===== config.mk =====
export PLATFORM = sky130hd
export DESIGN_NAME = ps2_receiver
export DESIGN_NICKNAME = d
export VERILOG_FILES = /design/src/rtl/ps2_receiver.sv
export SDC_FILE = /design/constraint.sdc
export NUM_CORES = 1
export LEC_CHECK = 0
export CAP_MARGIN = 15
export CORE_ASPECT_RATIO = 1.75
export CORE_MARGIN = 5
export CORE_UTILIZATION = 40
export DETAILED_ROUTE_END_ITERATION = 10
export GPL_TIMING_DRIVEN = 0
export PLACE_DENSITY = 0.64
export SLEW_MARGIN = 20
export SYNTH_ARGS = -nofsm -noshare
export SYNTH_HDL_FRONTEND = slang
export SYNTH_SLANG_ARGS = --single-unit

===== constraint.sdc =====
create_clock -name clk -period 2.5 [get_ports clk]
set_input_delay 0.5 -clock clk [delete_from_list [all_inputs] [get_ports clk]]
set_output_delay 0.5 -clock clk [all_outputs]
set_load 0.02 [all_outputs]

===== src/rtl/ps2_receiver.sv =====
// PS/2 device-to-host frame receiver: synchronises the raw pins, deframes 11-bit
// frames, strips E0/F0 prefixes and emits make/break/error strobes.
module ps2_receiver #(
    parameter int TIMEOUT_CYCLES = 50000
) (
    input  logic       clk,
    input  logic       reset,
    input  logic       ps2_clk,
    input  logic       ps2_data,
    output logic [7:0] scan_code,
    output logic       extended,
    output logic       key_pressed,
    output logic       key_released,
    output logic       frame_err
);

    typedef enum logic [1:0] {
        S_IDLE,
        S_DATA,
        S_PARITY,
        S_STOP
    } state_t;

    localparam logic [31:0] TMO_LAST = 32'(TIMEOUT_CYCLES - 1);

    logic       clk_s1_q, clk_s2_q, clk_hist_q;
    logic       dat_s1_q, dat_s2_q;
    state_t     state_q, state_d;
    logic [2:0] bit_cnt_q, bit_cnt_d;
    logic [7:0] shift_q, shift_d;
    logic       parity_q, parity_d;
    logic [31:0] tmo_cnt_q, tmo_cnt_d;
    logic       ext_q, ext_d;
    logic       brk_q, brk_d;
    logic [7:0] scan_q, scan_d;
    logic       extended_q, extended_d;
    logic       kp_q, kp_d;
    logic       kr_q, kr_d;
    logic       fe_q, fe_d;

    logic fall;
    logic din;

    assign fall = clk_hist_q & ~clk_s2_q;
    assign din  = dat_s2_q;

    // Pin synchronisers idle high so reset never looks like a falling edge.
    always_ff @(posedge clk or posedge reset) begin
        if (reset) begin
            clk_s1_q   <= 1'b1;
            clk_s2_q   <= 1'b1;
            clk_hist_q <= 1'b1;
            dat_s1_q   <= 1'b1;
            dat_s2_q   <= 1'b1;
        end else begin
            clk_s1_q   <= ps2_clk;
            clk_s2_q   <= clk_s1_q;
            clk_hist_q <= clk_s2_q;
            dat_s1_q   <= ps2_data;
            dat_s2_q   <= dat_s1_q;
        end
    end

    always_ff @(posedge clk or posedge reset) begin
        if (reset) begin
            state_q    <= S_IDLE;
            bit_cnt_q  <= 3'd0;
            shift_q    <= 8'h00;
            parity_q   <= 1'b0;
            tmo_cnt_q  <= 32'd0;
            ext_q      <= 1'b0;
            brk_q      <= 1'b0;
            scan_q     <= 8'h00;
            extended_q <= 1'b0;
            kp_q       <= 1'b0;
            kr_q       <= 1'b0;
            fe_q       <= 1'b0;
        end else begin
            state_q    <= state_d;
            bit_cnt_q  <= bit_cnt_d;
            shift_q    <= shift_d;
            parity_q   <= parity_d;
            tmo_cnt_q  <= tmo_cnt_d;
            ext_q      <= ext_d;
            brk_q      <= brk_d;
            scan_q     <= scan_d;
            extended_q <= extended_d;
            kp_q       <= kp_d;
            kr_q       <= kr_d;
            fe_q       <= fe_d;
        end
    end

    always_comb begin
        state_d    = state_q;
        bit_cnt_d  = bit_cnt_q;
        shift_d    = shift_q;
        parity_d   = parity_q;
        tmo_cnt_d  = tmo_cnt_q + 32'd1;
        ext_d      = ext_q;
        brk_d      = brk_q;
        scan_d     = scan_q;
        extended_d = extended_q;
        kp_d       = 1'b0;
        kr_d       = 1'b0;
        fe_d       = 1'b0;

        case (state_q)
            S_IDLE: begin
                tmo_cnt_d = 32'd0;
                if (fall && !din) begin
                    state_d   = S_DATA;
                    bit_cnt_d = 3'd0;
                end
            end
            S_DATA: begin
                if (fall) begin
                    shift_d   = {din, shift_q[7:1]};
                    bit_cnt_d = bit_cnt_q + 3'd1;
                    if (bit_cnt_q == 3'd7) begin
                        state_d = S_PARITY;
                    end
                end
            end
            S_PARITY: begin
                if (fall) begin
                    parity_d = din;
                    state_d  = S_STOP;
                end
            end
            S_STOP: begin
                if (fall) begin
                    state_d = S_IDLE;
                    if (din && ((^shift_q) ^ parity_q)) begin
                        if (shift_q == 8'hE0) begin
                            ext_d = 1'b1;
                        end else if (shift_q == 8'hF0) begin
                            brk_d = 1'b1;
                        end else begin
                            if (!brk_q) begin
                                scan_d     = shift_q;
                                extended_d = ext_q;
                                kp_d       = 1'b1;
                            end else begin
                                kr_d = 1'b1;
                            end
                            ext_d = 1'b0;
                            brk_d = 1'b0;
                        end
                    end else begin
                        fe_d  = 1'b1;
                        ext_d = 1'b0;
                        brk_d = 1'b0;
                    end
                end
            end
            default: state_d = S_IDLE;
        endcase

        // A falling edge always wins over an expiring timeout.
        if (fall) begin
            tmo_cnt_d = 32'd0;
        end else if (state_q != S_IDLE && tmo_cnt_q == TMO_LAST) begin
            state_d   = S_IDLE;
            tmo_cnt_d = 32'd0;
            fe_d      = 1'b1;
            ext_d     = 1'b0;
            brk_d     = 1'b0;
        end
    end

    assign scan_code    = scan_q;
    assign extended     = extended_q;
    assign key_pressed  = kp_q;
    assign key_released = kr_q;
    assign frame_err    = fe_q;

endmodule


==> results.md <==
* Cell taking the most area after synthesis: dfrtp_1
* # DRC at 0
* 1st-iter DRT viols at 80
* Layout cells sized above 1 at 0.136
* Filler-free cell count of the finished design at between 300 and 400
* HP Class: reg -> reg
* Die ar. at between 9000 and 10000 sq um
* Max_cap viols at 0
* Fin util at 0.493
* Largest family of logic cells by synthesized area: simple AND/OR/NAND/NOR gates
* Die Height at 125 um
* Vias per cell at 5.25
* Setup Total Neg Slack at 0 ns
* Crit path required time at between 2 and 3 ns
* Hpwl dp at roughly 4200 um
* Antenna cells at 0
* Num CTS Buffers at 9
* Arrival @ worst endpoint at about 2.6 ns
* First drt pass iteration count at 4
* Final hold viol count at 0
* Area Growth Syn to Fin at 21.5%
* Wire per inst at 14.7 um
* Post CTS Setup Buffer Count at 0
* Initial core utilization at 0.406
* Largest cells by area after synthesis: dfrtp_1 50%, xor2_1 5.8%, nor2_1 4.7%, mux2_4 4.5%, dfstp_2 4.3%
* RR Startpoint: shift_q[1]$_DFFE_PP0P_
* CTS Buffer Depth at 2
* DIE WIDTH at ~76 um
* Yosys warning count at 0
* Syn nets at 288
* Placed Cells at between 300 and 400
* Setup Skew at around 0.005 ns
* Global placer's final weighted congestion at 0.758
* Status: completed
* Htree depth at 3
* Insertion delay to the later sink of the worst-skew pair at 0.32 ns
* Synth Flop Type: dfrtp_1
* Clk sinks at 65
* Maximum vdd drop at 565 uV
* Seq/Total Area, Yosys at 0.539
* Cell Pwr Density at 991 nW/um^2
* Worst Min Path Start: dat_s1_q$_DFF_PP1_
* Static Leakage at 1.68 nW
* # rows at 42
* Vias at 2078
* Core area at 7460 sq um
* Mux share of post-synthesis cell area at 0.0632
* Synth cell types at 38
* Async set-or-reset flop fraction in the synthesized netlist at 1.00
* Critical Path Sink Type: register
* Vias in the first global route at 2273
* CP Launch Type: register
* Mapped Avg Cell Area at 11.0 sq um
* Grt ovf at 0
* Remaining antenna violation count at 0
* Root Buffer: clkbuf_16
* Resize count post-CTS at 0
* Finished Cell Area at roughly 3700 sq um
* Final setup viols at 0
* Fmax at 0.425 GHz
* CP startpoint: shift_q[1]$_DFFE_PP0P_
* Tcrit/Tclk final at 0.940
* Number of flops mapped to enable cells by yosys at 0
* Hold Buf Count CTS at 0
* Clock slew at reported path FFs at about 0.05 ns
* Minimum clock period at 2.35 ns
* Placed Area at 3320 sq um
* Tot GR Track Use at 0.143
* Synth top cells by count: 60 x dfrtp_1, 38 x nor2_1, 20 x xor2_1, 16 x nand2_1, 15 x nand3_1
* CTS tree: built
* Compound-Gate Fraction of Synth Area at 0.0393
* Count leader, synth: dfrtp_1
* WL final at roughly 5800 um
* Synthesized area at 3030 sq um
* IO buf count at 15
* First-pass GRT wire length at 10300 um
* Fill count at 684
* RSZ-0062 raised after global routing: false
* Top cell type's share of synthesized area at 0.496
* Adder-Cell Fraction of Synth Area at 0.0331
* Pins Over Slew Limit at 0
* Slew HR at 0.535
* Worst Setup Path Type: reg -> reg
* IO Pins at 16
* Largest net degree at the start of global routing at 45
* Worst-path fanout max at 10
* Initial antenna violation count at 0
* Worst slew pin tran at 0.692 ns
* Simple-gate share of the synthesized area at 0.200
* XOR/XNOR share of the synthesized area at 0.0943
* FF+latch count, synth at 65
* Syn Inst Count at around 280
* Layout net count at 315
path summary, 6_finish.rpt:
kind,end,slack (ns),depth (start not counted)
worst min register to register,dat_s2_q$_DFF_PP1_,0.36,0
worst max register to register,scan_code[7]$_DFFE_PP0P_,0.15,8
max in group asynchronous,clk_hist_q$_DFF_PP1_,1.47,3
worst min-delay path,dat_s2_q$_DFF_PP1_,0.36,0
worst max-delay path,scan_code[7]$_DFFE_PP0P_,0.15,8
min in group asynchronous,parity_q$_DFFE_PP0P_,0.49,2
cell families after synthesis:
group,count (synthesis)
compound gates,19
xor+xnor,31
simple gates,119
fa+ha+maj,8
buf+inv,20
mux,14
flops,65
where the power goes:
part	internal, mW	total, mW	switching (mW)
sequential	1.22	1.36	0.138
clock	1.07	1.51	0.436
combinational	0.401	0.775	0.374
total	2.70	3.64	0.948
registers in the layout, indices dropped and copies added, names as in the netlist:
name	count
bit_cnt_q	3
brk_q	1
clk_hist_q	1
clk_s1_q	1
clk_s2_q	1
dat_s1_q	1
dat_s2_q	1
ext_q	1
extended	1
frame_err	1
key_pressed	1
key_released	1
parity_q	1
scan_code	8
shift_q	8
state_q	2
tmo_cnt_q	32
metal layers:
layer	routed length (um)	global-route usage	vias to the layer above
met5	0	0	-
met4	135	0.0762	0
met3	153	0.0426	10
met2	3320	0.244	22
met1	2230	0.151	1034
li1	-	-	1012
critical path, stage by stage (launching register included):
cell and delay (ns):
dfrtp_1 0.37, inv_1 0.06, ha_1 0.26, xnor3_1 0.39, xnor2_1 0.17, nand2_1 0.12
or3b_1 0.39, buf_6 0.17, mux2_4 0.30
layout by cell type, fill, tap and decap left out, types with 2 or more instances in the layout:
| cell type | count |
|---|---|
| nand2_1 | 16 |
| nor4_1 | 7 |
| dfstp_2 | 5 |
| bufinv_16 | 4 |
| buf_2 | 4 |
| and4_1 | 4 |
| nor3_1 | 6 |
| nand4b_1 | 2 |
| or3_1 | 2 |
| o21ai_0 | 8 |
| nand4_1 | 13 |
| xnor2_1 | 10 |
| nor2_1 | 38 |
| mux2_2 | 5 |
| a22o_1 | 2 |
| a21oi_1 | 4 |
| clkbuf_1 | 5 |
| clkbuf_16 | 9 |
| ha_1 | 8 |
| and2_1 | 2 |
| dfrtp_1 | 60 |
| xor2_1 | 20 |
| clkdlybuf4s50_1 | 15 |
| and3_1 | 8 |
| mux2_4 | 9 |
| nand3_1 | 15 |
| inv_1 | 10 |
final cells by class:
cell class                 instances  area [sq um]  area share
sequential                        65          1630       0.444
tap                               88           110      0.0299
multi-input combinational        191          1300       0.354
timing repair buffer              16           178      0.0483
buffer                             9          50.0      0.0136
clock buffer                      11           233      0.0633
inverter                          11          43.8      0.0119
clock inverter                     5           128      0.0347
through the flow:
step / setup WS (ns) / hold slack, ns / total power [mW]
after floorplan: 0.308 / 0.345 / 1.94
after CTS: 0.105 / 0.357 / 3.71
after global placement: -0.729 / 0.346 / 2.14
final: 0.149 / 0.356 / 3.64
after detailed placement: 0.162 / 0.349 / 2.16
after global routing: 0.0151 / 0.357 / 3.86
(Power assumes the default switching activity.)
